<file path="src/rtl/bfm_pkg.sv">
// Shared types and constants for the bound flasher LED-bus monitor.
package bfm_pkg;

    localparam int unsigned LED_W = 16;
    localparam int unsigned CNT_W = 5;

    typedef enum logic [3:0] {
        PH_IDLE   = 4'd0,
        PH_UP1    = 4'd1,
        PH_DN1    = 4'd2,
        PH_UP2    = 4'd3,
        PH_DN2    = 4'd4,
        PH_UP3    = 4'd5,
        PH_DN3    = 4'd6,
        PH_FLASH  = 4'd7,
        PH_KICK2  = 4'd8,
        PH_KICK3  = 4'd9,
        PH_RESYNC = 4'd15
    } phase_e;

    localparam logic [2:0] ERR_NONE      = 3'd0;
    localparam logic [2:0] ERR_THERMO    = 3'd1;
    localparam logic [2:0] ERR_STEP      = 3'd2;
    localparam logic [2:0] ERR_REVERSE   = 3'd3;
    localparam logic [2:0] ERR_OVERSHOOT = 3'd4;
    localparam logic [2:0] ERR_STALL     = 3'd5;

    localparam logic [CNT_W-1:0] LIM_UP1 = 5'd6;
    localparam logic [CNT_W-1:0] LIM_UP2 = 5'd11;
    localparam logic [CNT_W-1:0] LIM_DN2 = 5'd5;
    localparam logic [CNT_W-1:0] LIM_UP3 = 5'd16;

    localparam logic [CNT_W-1:0] KICK_LO = 5'd5;
    localparam logic [CNT_W-1:0] KICK_HI = 5'd10;

    localparam logic [LED_W-1:0] ALL_ON = 16'hFFFF;

endpackage

</file>
<file path="src/rtl/bound_flasher_monitor_thermo_decode.sv">
// Thermometer decoder: counts the contiguous ones from bit 0 and flags
// any value that is not a clean low-filled thermometer code.
module thermo_decode
    import bfm_pkg::*;
(
    input  logic [LED_W-1:0] led,
    output logic             valid,
    output logic [CNT_W-1:0] n
);

    // Count the run of ones starting at bit 0.
    always_comb begin
        logic run;
        n   = '0;
        run = 1'b1;
        for (int i = 0; i < int'(LED_W); i++) begin
            if (!led[i]) run = 1'b0;
            if (run) n = n + CNT_W'(1);
        end
    end

    // A thermometer value plus one is a power of two (or wraps to zero).
    assign valid = (((led + LED_W'(1)) & led) == '0);

endmodule

</file>
<file path="src/rtl/bound_flasher_monitor.sv">
// Passive protocol monitor for the bound flasher LED bus.
// Optional stall checking is enabled with the BFM_STALL_CHECK_EN macro.
module bound_flasher_monitor
    import bfm_pkg::*;
#(
    parameter int unsigned STALL_MAX = 64
) (
    input  logic             clk,
    input  logic             reset,
    input  logic [LED_W-1:0] led,
    input  logic             flick,
    output logic [3:0]       phase,
    output logic [CNT_W-1:0] lit_count,
    output logic             kick_pulse,
    output logic             done_pulse,
    output logic             error,
    output logic [2:0]       err_code
);

    phase_e           phase_q, phase_nxt;
    logic [CNT_W-1:0] p_q;
    logic             flick_q;
    logic             kick_hi_q, kick_hi_nxt;
    logic             valid;
    logic [CNT_W-1:0] n;
    logic             up, dn, hold, big, stall_hit;
    logic             kick_ok, kick_c, done_c;
    logic [2:0]       code;

    thermo_decode u_decode (
        .led   (led),
        .valid (valid),
        .n     (n)
    );

    assign up   = (n == p_q + CNT_W'(1));
    assign dn   = (n + CNT_W'(1) == p_q);
    assign hold = (n == p_q);
    assign big  = !(up || dn || hold);
    // A fall from a kick count is only legal with the paired flick sample high.
    assign kick_ok = dn && flick_q && ((p_q == KICK_LO) || (p_q == KICK_HI));

`ifdef BFM_STALL_CHECK_EN
    localparam int unsigned SC_W = $clog2(STALL_MAX + 1);
    logic [SC_W-1:0] stall_cnt;

    // Saturating count of consecutive non-zero holds.
    always_ff @(posedge clk) begin
        if (reset) begin
            stall_cnt <= '0;
        end else if (hold && (n != '0)) begin
            if (stall_cnt != SC_W'(STALL_MAX)) stall_cnt <= stall_cnt + SC_W'(1);
        end else begin
            stall_cnt <= '0;
        end
    end

    assign stall_hit = hold && (n != '0) && (stall_cnt >= SC_W'(STALL_MAX - 1));
`else
    wire unused_stall_max = |32'(STALL_MAX);
    assign stall_hit = 1'b0;
`endif

    // Classify the current sample against the phase rules.
    always_comb begin
        code        = ERR_NONE;
        phase_nxt   = phase_q;
        kick_hi_nxt = kick_hi_q;
        kick_c      = 1'b0;
        done_c      = 1'b0;
        case (phase_q)
            PH_RESYNC: begin
                if (valid && (n == '0)) phase_nxt = PH_IDLE;
            end
            PH_FLASH: begin
                if (!valid)         code = ERR_THERMO;
                else if (n != '0)   code = ERR_REVERSE;
                else begin
                    phase_nxt = PH_IDLE;
                    done_c    = 1'b1;
                end
            end
            default: begin
                if (!valid) begin
                    code = ERR_THERMO;
                end else if ((phase_q == PH_DN3) && (p_q == '0) && (led == ALL_ON)) begin
                    phase_nxt = PH_FLASH;
                end else if (big) begin
                    code = (led == ALL_ON) ? ERR_THERMO : ERR_STEP;
                end else if (!hold) begin
                    case (phase_q)
                        PH_IDLE: if (up) phase_nxt = PH_UP1;
                        PH_UP1: begin
                            if (up) begin
                                if (n > LIM_UP1) code = ERR_OVERSHOOT;
                            end else if (p_q == LIM_UP1) phase_nxt = PH_DN1;
                            else code = ERR_REVERSE;
                        end
                        PH_DN1: begin
                            if (up) begin
                                if (p_q == '0) phase_nxt = PH_UP2;
                                else code = ERR_REVERSE;
                            end
                        end
                        PH_UP2: begin
                            if (up) begin
                                if (n > LIM_UP2) code = ERR_OVERSHOOT;
                            end else if (p_q == LIM_UP2) phase_nxt = PH_DN2;
                            else if (kick_ok) begin
                                phase_nxt = PH_KICK2;
                                kick_c    = 1'b1;
                            end else code = ERR_REVERSE;
                        end
                        PH_KICK2: begin
                            if (up) begin
                                if (p_q == '0) phase_nxt = PH_UP2;
                                else code = ERR_REVERSE;
                            end
                        end
                        PH_DN2: begin
                            if (up) begin
                                if (p_q == LIM_DN2) phase_nxt = PH_UP3;
                                else code = ERR_REVERSE;
                            end else if (n < LIM_DN2) code = ERR_OVERSHOOT;
                        end
                        PH_UP3: begin
                            if (dn) begin
                                if (p_q == LIM_UP3) phase_nxt = PH_DN3;
                                else if (kick_ok) begin
                                    phase_nxt   = PH_KICK3;
                                    kick_c      = 1'b1;
                                    kick_hi_nxt = (p_q == KICK_HI);
                                end else code = ERR_REVERSE;
                            end
                        end
                        PH_KICK3: begin
                            if (up) begin
                                if ((kick_hi_q && (p_q == KICK_LO)) ||
                                    (!kick_hi_q && (p_q == KICK_LO - CNT_W'(1))))
                                    phase_nxt = PH_UP3;
                                else code = ERR_REVERSE;
                            end
                        end
                        PH_DN3: if (up) code = ERR_REVERSE;
                        default: ;
                    endcase
                end
            end
        endcase
        if ((code == ERR_NONE) && (phase_q != PH_RESYNC) && stall_hit) code = ERR_STALL;
        if (code != ERR_NONE) begin
            phase_nxt = PH_RESYNC;
            kick_c    = 1'b0;
            done_c    = 1'b0;
        end
    end

    // Phase, history and registered outputs.
    always_ff @(posedge clk) begin
        if (reset) begin
            phase_q    <= PH_IDLE;
            p_q        <= '0;
            flick_q    <= 1'b0;
            kick_hi_q  <= 1'b0;
            kick_pulse <= 1'b0;
            done_pulse <= 1'b0;
            error      <= 1'b0;
            err_code   <= ERR_NONE;
        end else begin
            phase_q    <= phase_nxt;
            p_q        <= n;
            flick_q    <= flick;
            kick_hi_q  <= kick_hi_nxt;
            kick_pulse <= kick_c;
            done_pulse <= done_c;
            if ((code != ERR_NONE) && !error) begin
                error    <= 1'b1;
                err_code <= code;
            end
        end
    end

    assign phase     = phase_q;
    assign lit_count = p_q;

endmodule

</file>
<file path="config.mk">
export PLATFORM = sky130hd
export DESIGN_NAME = bound_flasher_monitor
export DESIGN_NICKNAME = d
export VERILOG_FILES = /design/src/rtl/bfm_pkg.sv /design/src/rtl/bound_flasher_monitor_thermo_decode.sv /design/src/rtl/bound_flasher_monitor.sv
export SDC_FILE = /design/constraint.sdc
export NUM_CORES = 1
export LEC_CHECK = 0
export BUFFER_PORTS_ARGS = -buffer_cell sky130_fd_sc_hd__buf_2
export CORE_MARGIN = 10
export CORE_UTILIZATION = 30
export DETAILED_ROUTE_END_ITERATION = 8
export GPL_TIMING_DRIVEN = 1
export SYNTH_ARGS = -nofsm -noshare
export SYNTH_HDL_FRONTEND = slang
export SYNTH_SLANG_ARGS = --single-unit
</file>
<file path="constraint.sdc">
create_clock -name clk -period 13.3 [get_ports clk]
set_input_delay 2.66 -clock clk [delete_from_list [all_inputs] [get_ports clk]]
set_output_delay 2.66 -clock clk [all_outputs]
set_load 0.1 [all_outputs]
</file>
==> impl_results.md, run 1 <==
- Hold Vio Cnt, Final: 0
- Antenna violations before repair: 0
- Final worst path period need: 11090 ps
- Area of the multi-input gates: 0.00302 mm^2
- GRT Total Usage: 13.5%
- CP Launch Type: input port
- Post-synth top area cell: dfxtp_1
- VDD IR max: 0.0678 mV
- Core area: 0.0115 mm^2
- Die X: 129 um
- Final setup violation count: 0
- EDFF count, synth: 0
- Die ar.: 0.0165 mm^2
- Cell Area, Synth: 0.00354 mm^2
- Clock Skew: 8.42 ps
- Setup CP Type: in2reg
- Max Root-Sink Buffers: 2
- First-pass GRT wire length: 18900 um
- Clk_lat worst skew: 250 ps
- Top-count cell post-synth: nand2_1
- Top FF cell, synth: dfxtp_1
- Max incr delay on CP: 500 ps
- Syn Area/Cell: 7.21 um^2
- Period utilisation layout: 83.4%
- CP endpoint kind: flip-flop
- Leak: 0.00157 uW
- Slew @ Worst Pin: 990 ps
- Largest net degree at the start of global routing: 21
- Final Net Count: 546
- Syn nets: 529
- # port buffers: 33
- Synth cell types: 77
- Post-route ant nets: 0
- Status: finished clean
- Post-synth top area share: 9.61%
- PwrDens: 53.5 mW/mm^2
- Die height: 129 um
- Num rows: 39
- CTS tree: done
- Fmax: 90.1 MHz
- FF+latch count, synth: 17
- Clock buffer count from CTS: 3
- Worst EP arrival: 11220 ps
- DR vias: 3902
- CTS root buf: clkbuf_16
- Total grt overflow: 0
- Fraction of layout cells with a size suffix above 1: 13.0%
- Hold buffers post-CTS: 0
- HPWL Detailed: 9430 um
- 1st-iter DRT viols: 348
- RSZ-0062 raised after global routing: false
- N_diodes: 0
- Register clock-pin slew on the reported worst setup and hold paths: 60 ps
- Slew headroom: 33.4%
- Placed cells: 646
- CP max stage cell: a211oi_1
- CTS H-Tree Depth: 1
- Fillers: 1210
- Sequential cell area fraction in the yosys report: 9.61%
- Final Routed Wirelength: 11700 um
- Worst endpoint required time: 13430 ps
- Area grow syn2layout: 9.29%
- Post-Syn Instances: 491
- Vias in the first global route: 3649
- Via/cell ratio: 6.00
- Worst Path Max Fanout: 8
- Final Max Slew Viols: 0
- Synth top cells by count: nand2_1 (53), nor2_1 (49), a21oi_1 (28)
- Most frequent CP cell: ha_1
- Post-route DRC violation count: 0
- MaxCap Viol Count: 0
- Hold Crit Class: reg2reg
- Number of iterations in the first detailed-routing pass: 5
- Clock tree sinks: 17
- Area contributors post-synth: dfxtp_1 (9.6%), ha_1 (6.7%), xnor2_1 (5.9%), nand2_1 (5.6%), nor2_1 (5.2%)
- Drt wl/cell: 18.0 um
- Hold slack: 491 ps
- Async SR Flop Fraction: 0%
- Gpl congestion: 0.969
- Final setup TNS: 0 ps
- Storage element area: 340 um^2
- Synth Warn #: 0
- Post-CTS Setup Bufs: 0
- Post-CTS Resized: 0
- Non-filler cells, final: 650
- # IOs: 34
- Initial core utilization: 30.9%
==> cells in the final DEF, fill, tap and decap left out, types with 4 or more instances in the layout <==
cell       n
xor2_1     7
buf_2     33
a31oi_1    6
and3b_1    5
nor2_1    49
nor4_1    11
nor2b_1    6
nor3b_1    5
nand4_1    7
nor3_1    12
o32ai_1    4
xnor3_1    6
o21a_1     4
and4_1     5
nand2b_1   6
inv_1     23
xnor2_1   24
or3_1      6
o22ai_1    4
a211oi_1   6
ha_1      19
a21oi_1   28
a21boi_0   7
dfxtp_1   17
a21oi_2    5
mux2i_1    9
and2_1    10
nand2_1   53
and3_1    10
o21ai_0   26
nand3_1   19
==> sequential cells by signal, indices dropped and copies added, names as in the netlist <==
register,cells
done_pulse,1
err_code,3
error,1
flick_q,1
kick_hi_q,1
kick_pulse,1
lit_count,5
phase,4
==> metrics by stage <==
step           instance area [um^2]  power, uW  setup WS (ps)  utilization (%)
2_1_floorplan                  3540        123           2910                -
3_3_place_gp                   3790        145           2380             33.0
3_5_place_dp                   3790        145           2030             33.0
4_1_cts                        3870        206           2280             33.7
5_1_grt                        3870        218           1480             33.7
6_report                       3870        207           2210             33.7
==> cells by family after synthesis <==
family	count (synthesis)	share of synthesized area [%]
simple gates	220	32.8
compound gates	137	27.7
buf+inv	44	5.12
xor+xnor	42	14.2
fa+ha+maj	20	7.00
flops	17	9.61
mux	11	3.50
==> worst max-delay path, delay by kind of cell <==
family | cells | cell delay (ps)
AO/OA/AOI/OAI | 15 | 3200
adder cells (fa/ha/maj) | 8 | 2700
AND/OR/NAND/NOR | 9 | 1910
buffers and inverters | 3 | 310
multiplexers | 1 | 280
XOR/XNOR | 1 | 150
==> power by group <==
part | internal (uW) | switching, uW | total, uW
Clock | 40.3 | 20.9 | 61.2
Combinational | 29.5 | 59.2 | 88.7
Sequential | 52.7 | 4.39 | 57.1
==> path summary, 6_finish.rpt <==
kind                      from          end  slack, ps  cells past startpoint
setup / recovery        led[2]     phase[2]       2210                     37
hold / removal     err_code[1]  err_code[1]        490                      2
setup reg to reg  lit_count[2]     phase[2]       9780                     11
hold reg to reg    err_code[1]  err_code[1]        490                      2
==> layout make-up <==
type                       count  area share [%]
tap                          143            4.62
multi-input combinational    430            78.0
sequential                    17            8.79
clock inverter                 1           0.129
inverter                      23            2.23
clock buffer                   3            1.94
timing repair buffer          33            4.27
==> routing by layer <==
metal / wire (um) / track usage [%]
met3: 786 / 1.44
met4: 174 / 3.08
met2: 5290 / 21.4
met1: 5480 / 19.1
met5: 0 / 0
(Power assumes the default switching activity.)
==> run 2: changes to the inputs <==
clock period = 11.1 ns   (was 13.3 ns; I/O delays follow)
==> run 2 against run 1 <==
  * Sequential share of layout area shrank 0.062 points
  * Via count grew 0.62%
  * Critical endpoint is now err_code[0]
  * Highest routed layer unchanged
  * Die area is the same
  * Routed wire length shrank 0.37%
  * Cell area grew 0.71%
  * Count of clock-buffer cells in the layout is the same
  * Setup slack lost 1500 ps
  * Total power grew 21%
  * First-iteration DRC count grew 28%
==> impl_results.md, run 2 (synthesis results as in run 1) <==
- MaxCap Viol Count: 0 (unchanged)
- Worst EP arrival: 10570 ps (-650 ps)
- Register clock-pin slew on the reported worst setup and hold paths: 50 ps (about the same)
- Most frequent CP cell: ha_1
- Final setup violation count: 0 (unchanged)
- Max Root-Sink Buffers: 2 (unchanged)
- Fillers: 1203 (-0.58%)
- Fraction of layout cells with a size suffix above 1: 13.7% (+0.71 points)
- RSZ-0062 raised after global routing: false
- Max incr delay on CP: 440 ps (-60 ps)
- Vias in the first global route: 3631 (-0.49%)
- CTS tree: done
- Via/cell ratio: 6.01 (+0.15%)
- Reg power frac: 27.4% (-0.2 points)
- Most common cell after layout, fill and taps aside: nand2_1
- Crit-path leading delay family: compound AO/OA/AOI/OAI gates
- HP Start: err_code[1]
- Most frequent cells in the layout: nand2_1 (53), nor2_1 (49), buf_2 (33)
- FF-to-FF Start: lit_count[2]
- Final Net Count: 549 (+0.55%)
- CP Launch Type: input port
- Initial core utilization: 30.9% (unchanged)
- Antenna violations before repair: 0 (unchanged)
- Final worst path period need: 10390 ps
- Clock buffer count from CTS: 3 (unchanged)
- Post-route DRC violation count: 0 (unchanged)
- Final Max Slew Viols: 0 (unchanged)
- Final Routed Wirelength: 11700 um (-0.37%)
- Internal power: 148 uW (+20%)
- Total grt overflow: 0 (unchanged)
- Number of flip-flops in the largest register: 5 (unchanged)
- Area grow syn2layout: 10.1%
- # IOs: 34 (unchanged)
- CTS H-Tree Depth: 1 (unchanged)
- Number of iterations in the first detailed-routing pass: 5 (unchanged)
- Gpl congestion: 0.975 (+0.64%)
- Sw Pwr: 102 uW (+21%)
- Hold Vio Cnt, Final: 0 (unchanged)
- Period utilisation layout: 93.6%
- Status: finished clean
- Setup CP Type: in2reg
- Buf/Inv on CP: 3 (unchanged)
- GRT Total Usage: 13.5% (+0.055 points)
- Leak: 0.00159 uW (+1.1%)
- CP endpoint kind: flip-flop
- Worst endpoint required time: 11280 ps (-2150 ps)
- Critical Path Start: led[2]
- VDD IR max: 0.0827 mV (+22%)
- Worst Path Max Fanout: 8 (unchanged)
- Switching Share: 40.9% (+0.070 points)
- Clock share of power: 29.5% (about the same)
- Die ar.: 0.0165 mm^2 (unchanged)
- Clk_lat worst skew: 250 ps (about the same)
- 1st-iter DRT viols: 447 (+28%)
- Power share of the combinational group: 43.2% (+0.3 points)
- HPWL Detailed: 9380 um (-0.58%)
- Num rows: 39 (unchanged)
- Placed cells: 649 (+0.46%)
- Slew @ Worst Pin: 997 ps (+7.24 ps)
- Drt wl/cell: 17.9 um (-0.82%)
- Hold Crit Class: reg2reg
- Fmax: 96.2 MHz
- CP max stage cell: a221oi_1
- Final setup TNS: 0 ps (unchanged)
- First-pass GRT wire length: 19000 um (+0.88%)
- # port buffers: 33 (unchanged)
- Slew headroom: 32.9% (-0.49 points)
- Largest net degree at the start of global routing: 21 (unchanged)
- CTS root buf: clkbuf_16
- DR vias: 3926 (+0.62%)
- Core area: 0.0115 mm^2 (unchanged)
- Die X: 129 um (unchanged)
- Clock Skew: 5.27 ps (-3.16 ps)
- Non-filler cells, final: 653 (+0.46%)
- Die height: 129 um (unchanged)
- PwrDens: 64.0 mW/mm^2 (+20%)
- N_diodes: 0 (unchanged)
- Clock tree sinks: 17 (unchanged)
- Post-route ant nets: 0 (unchanged)
run 2: cell type report:
type,instances,area [um^2],share of cell area (%)
Timing Repair Buffer,36,188,4.82
Multi-Input combinational cell,430,3020,77.6
Clock inverter,1,5.00,0.128
Clock buffer,3,75.1,1.93
Tap cell,143,179,4.59
Sequential cell,17,340,8.73
Inverter,23,86.3,2.22
run 2: stage by stage:
| step | hold WS [ps] | utilization (%) | worst slack (ps) | power, uW | cell area [um^2] |
|---|---|---|---|---|---|
| 6_report | 505 | 34.0 | 708 | 250 | 3900 |
| 5_1_grt | 528 | 34.0 | 32.8 | 263 | 3900 |
| 4_1_cts | 512 | 33.9 | 579 | 249 | 3890 |
| 3_5_place_dp | 503 | 33.2 | 340 | 174 | 3810 |
| 3_3_place_gp | 485 | 33.2 | 613 | 174 | 3810 |
| 2_1_floorplan | 484 | - | 1150 | 148 | 3540 |
run 2: timing repair:
action / in CTS / in global routing
setup endpoints to repair: 0 / 8
buffers inserted: 0 / 0
hold endpoints to repair: 0 / 0
gates resized for setup: 0 / 2
hold buffers: 0 / 0
run 2: worst min-delay path, cell delays in order (launching register included):
cell and delay (ps):
dfxtp_1 320, nand3_1 90, a21oi_2 50
run 2: worst paths after layout:
| kind | endpoint | slack (ps) | cells past startpoint |
|---|---|---|---|
| setup / recovery | err_code[0] | 710 | 37 |
| hold / removal | err_code[1] | 510 | 2 |
| setup reg to reg | phase[1] | 7910 | 12 |
| hold reg to reg | err_code[1] | 510 | 2 |
run 2: power by group through the flow:
| stage | clock [uW] | combinational (uW) | sequential (uW) |
|---|---|---|---|
| after floorplan | 0 | 68.4 | 79.3 |
| after global placement | 0 | 105 | 69.5 |
| after detailed placement | 0 | 105 | 69.6 |
| after CTS | 75.4 | 105 | 68.2 |
| after global routing | 76.1 | 118 | 68.9 |
| final | 73.5 | 108 | 68.3 |
run 2: routing by layer:
layer  GRT usage (%)  vias to the layer above  part of all wire (%)
met5               0                        -                     0
met4            3.21                        0                   2.1
met3            1.72                       25                   8.2
met2            21.0                      194                    44
met1            19.4                     1838                    46
li1                -                     1869                     -
==> run 3: changes to the inputs <==
CTS_CLUSTER_DIAMETER = 80   (was default)
SYNTH_HIERARCHICAL = 1   (was default)
==> run 3 against run 2 <==
  * Count of clock-buffer cells in the layout is the same
  * Maximum frequency is 4.8% lower
  * Combinational power grew 19%
  * Global-route usage decreased by 2.1 points
  * Critical path depth rose by 16
  * Routed wire length down 13%
  * First-iteration DRC count down 41%
  * Via count down 5.1%
  * Highest routed layer unchanged
  * Clock skew up 3.9 ps
  * Synthesized cell count is 4.3% lower
  * Sequential share of layout area fell by 0.63 points
  * Largest cell class unchanged
==> impl_results.md, run 3 <==
- Status: finished clean
- Top-count cell post-synth: nand2_1
- CTS H-Tree Depth: 1 (unchanged)
- Overall Power: 245 uW (-1.7%)
- Post-route ant nets: 0 (unchanged)
- Cell Area, Synth: 0.00335 mm^2 (-5.4%)
- Hold slack: 507 ps (+1.64 ps)
- Synth cell types: 81 (+5.2%)
- Period utilisation layout: 98.3% (+4.7 points)
- Post-Syn Instances: 470 (-4.3%)
- FF-to-FF Start: lit_count[1]
- Storage element area: 340 um^2 (unchanged)
- Clk_lat worst skew: 260 ps (about the same)
- Clock tree sinks: 17 (unchanged)
- Final Net Count: 573 (+4.4%)
- Top FF cell, synth: dfxtp_1
- Die height: 126 um (-2.3%)
- Fraction of layout cells with a size suffix above 1: 28.5% (+15 points)
- Register clock-pin slew on the reported worst setup and hold paths: 70 ps (+20 ps)
- EDFF count, synth: 0 (unchanged)
- Most frequent CP cell: mux2i_1
- Number of flip-flops in the largest register: 5 (unchanged)
- Hold Crit Class: reg2reg
- Final Max Slew Viols: 0 (unchanged)
- Final Routed Wirelength: 10200 um (-13%)
- Core area: 0.0109 mm^2 (-5.1%)
- Max Root-Sink Buffers: 2 (unchanged)
- DR vias: 3727 (-5.1%)
- Area contributors post-synth: dfxtp_1 (10%), ha_1 (7.5%), nand2_1 (6.4%), nor2_1 (4.3%), a21oi_1 (4.2%)
- R2r setup slk: 8150 ps (+240 ps)
- Worst endpoint required time: 11240 ps (-40 ps)
- FF+latch count, synth: 17 (unchanged)
- Fmax: 91.6 MHz (-4.8%)
- Post-route cell area: 0.00420 mm^2 (+7.8%)
- N_diodes: 0 (unchanged)
- Adder-cell share of the synthesized area: 8.40% (+1.4 points)
- Compound-Gate Fraction of Synth Area: 27.0% (-0.77 points)
- Vias in the first global route: 3389 (-6.7%)
- Syn nets: 509 (-3.8%)
- CP Launch Type: input port
- Drt wl/cell: 15.2 um (-15%)
- Via/cell ratio: 5.54 (-7.9%)
- Most common cell after layout, fill and taps aside: nand2_1
- Worst EP arrival: 11060 ps (+490 ps)
- Die X: 126 um (-2.3%)
- CTS root buf: clkbuf_8
- Critical Path End: phase[3]
- Clock Skew: 9.19 ps (+3.92 ps)
- Initial core utilization: 30.8% (-0.12 points)
- Post-synth top area share: 10.2% (+0.55 points)
- Final worst path period need: 10920 ps (+525 ps)
- Gpl congestion: 0.894 (-8.3%)
- Final setup violation count: 0 (unchanged)
- # IOs: 34 (unchanged)
- Area of the multi-input gates: 0.00299 mm^2 (-1.0%)
- Hold buffers post-CTS: 0 (unchanged)
- Setup CP Type: in2reg
- Antenna violations before repair: 0 (unchanged)
- Most frequent cells in the layout: nand2_1 (55), buf_4 (50), nor2_1 (37)
- VDD IR max: 0.0498 mV (-40%)
- Critical Path Start: led[2]
- Synth top cells by count: nand2_1 (57), nor2_1 (38), a21oi_1 (28), o21ai_0 (28), inv_1 (23)
- PwrDens: 58.4 mW/mm^2 (-8.8%)
- Simple logic cell fraction of the synthesized area: 32.5% (-0.33 points)
- CP max stage cell: or4b_4
- Largest family of logic cells by synthesized area: simple AND/OR/NAND/NOR gates
- Die ar.: 0.0158 mm^2 (-4.6%)
- Synth Warn #: 6 (+6)
- Fillers: 1126 (-6.4%)
- CTS tree: done
- Hold Vio Cnt, Final: 0 (unchanged)
- Total grt overflow: 0 (unchanged)
- HPWL Detailed: 7690 um (-18%)
- Syn Area/Cell: 7.13 um^2 (-1.2%)
- Worst Path Max Fanout: 6 (-2)
- Mux share of post-synthesis cell area: 5.38% (+1.9 points)
- Area grow syn2layout: 25.4%
- 1st-iter DRT viols: 262 (-41%)
- MaxCap Viol Count: 0 (unchanged)
- XOR/XNOR share of the synthesized area: 10.2% (-4.0 points)
- Largest net degree at the start of global routing: 20 (-4.8%)
- First-pass GRT wire length: 16000 um (-16%)
- Reg2Reg Depth: 10 (-2)
- Clock buffer count from CTS: 3 (unchanged)
- Number of iterations in the first detailed-routing pass: 5 (unchanged)
- # port buffers: 33 (unchanged)
- GRT Total Usage: 11.4% (-2.1 points)
- CP endpoint kind: flip-flop
- Async SR Flop Fraction: 0% (unchanged)
- Post-route DRC violation count: 0 (unchanged)
- Num rows: 38 (-2.6%)
- Post-synth top area cell: dfxtp_1
- Sequential cell area fraction in the yosys report: 10.2% (+0.55 points)
- RSZ-0062 raised after global routing: true
- Worst reg2reg path endpoint: phase[3]
- Max incr delay on CP: 520 ps (+80 ps)
- Slew headroom: 35.9% (+3.0 points)
- Leak: 0.00174 uW (+9.9%)
- Area after DPL: 0.00385 mm^2 (+1.1%)
- Slew @ Worst Pin: 949 ps (-47.9 ps)
## run 3: cell types whose count changed after synthesis, moves of 4 or more
cell,before,now
and3b_1,5,1
and3_1,10,5
or3_1,6,2
nor4_1,11,4
nor2b_1,6,13
xnor3_1,6,1
and2_1,10,4
nand2_1,53,57
nand4_1,7,16
a21boi_0,7,3
nand4b_1,0,4
a21oi_2,5,1
xnor2_1,24,13
nor2_1,49,38
## run 3: final cells by class
| cell class | instances | share of cell area [%] |
|---|---|---|
| inverter | 23 | 2.11 |
| multi-input combinational | 406 | 71.3 |
| clock buffer | 3 | 0.983 |
| tap | 140 | 4.17 |
| timing repair buffer | 83 | 13.3 |
| clock inverter | 1 | 0.119 |
| sequential | 17 | 8.10 |
## run 3: critical path, delay by kind of cell
kind | cells | cell delay (ps)
compound gates | 22 | 3620
fa+ha+maj | 7 | 1870
mux | 9 | 1520
simple gates | 9 | 1230
xor+xnor | 2 | 370
buf+inv | 4 | 240
## run 3: logic make-up (layout without fill, tap and decap cells)
| logic type | after synthesis | after routing |
|---|---|---|
| xor gates and xnor gates | 29 | 29 |
| buffers and inverters | 48 | 110 |
| muxes | 15 | 15 |
| adders and majority gates | 23 | 23 |
| and+or+nand+nor | 205 | 205 |
| AOI/OAI and AO/OA | 133 | 134 |
| DFF | 17 | 17 |
## run 3: power breakdown
group          switching (uW)  total [uW]  internal (uW)
sequential               5.91        68.9           63.0
combinational            76.8         129           52.3
clock                    22.3        47.2           24.9
## run 3: worst min-delay path by stage
stage,start,to,slack (ps),depth (start not counted)
floorplan,kick_hi_q,kick_hi_q,470,2
global placement,err_code[2],err_code[2],470,2
global route,err_code[2],err_code[2],530,2
CTS,err_code[2],err_code[2],510,2
detailed placement,err_code[2],err_code[2],500,2
finish,err_code[2],err_code[2],510,2
## run 3: repair_timing
action / in CTS / in global routing
gates resized for setup: 3 / 45
cloned: 0 / 1
pin swaps: 2 / 42
buffers inserted: 0 / 12
setup endpoints to repair: 8 / 10
## run 3: stage by stage
step / util (%) / std cells / setup WS [ps] / setup TNS, ps
2_1_floorplan: - / 470 / 1.11 / 0
3_3_place_gp: 35.4 / 656 / -99.4 / -466
3_5_place_dp: 35.4 / 656 / -450 / -3180
4_1_cts: 35.9 / 660 / 5.71 / 0
5_1_grt: 38.6 / 673 / -299 / -1910
6_report: 38.6 / 673 / 183 / 0
## run 3: routing by layer
layer  vias up  part of all wire [%]  GRT usage (%)
met4         0                  0.78           1.76
met3         8                   4.0           1.93
li1       1873                     -              -
met1      1753                    46           15.1
met5         -                     0              0
met2        93                    49           19.3
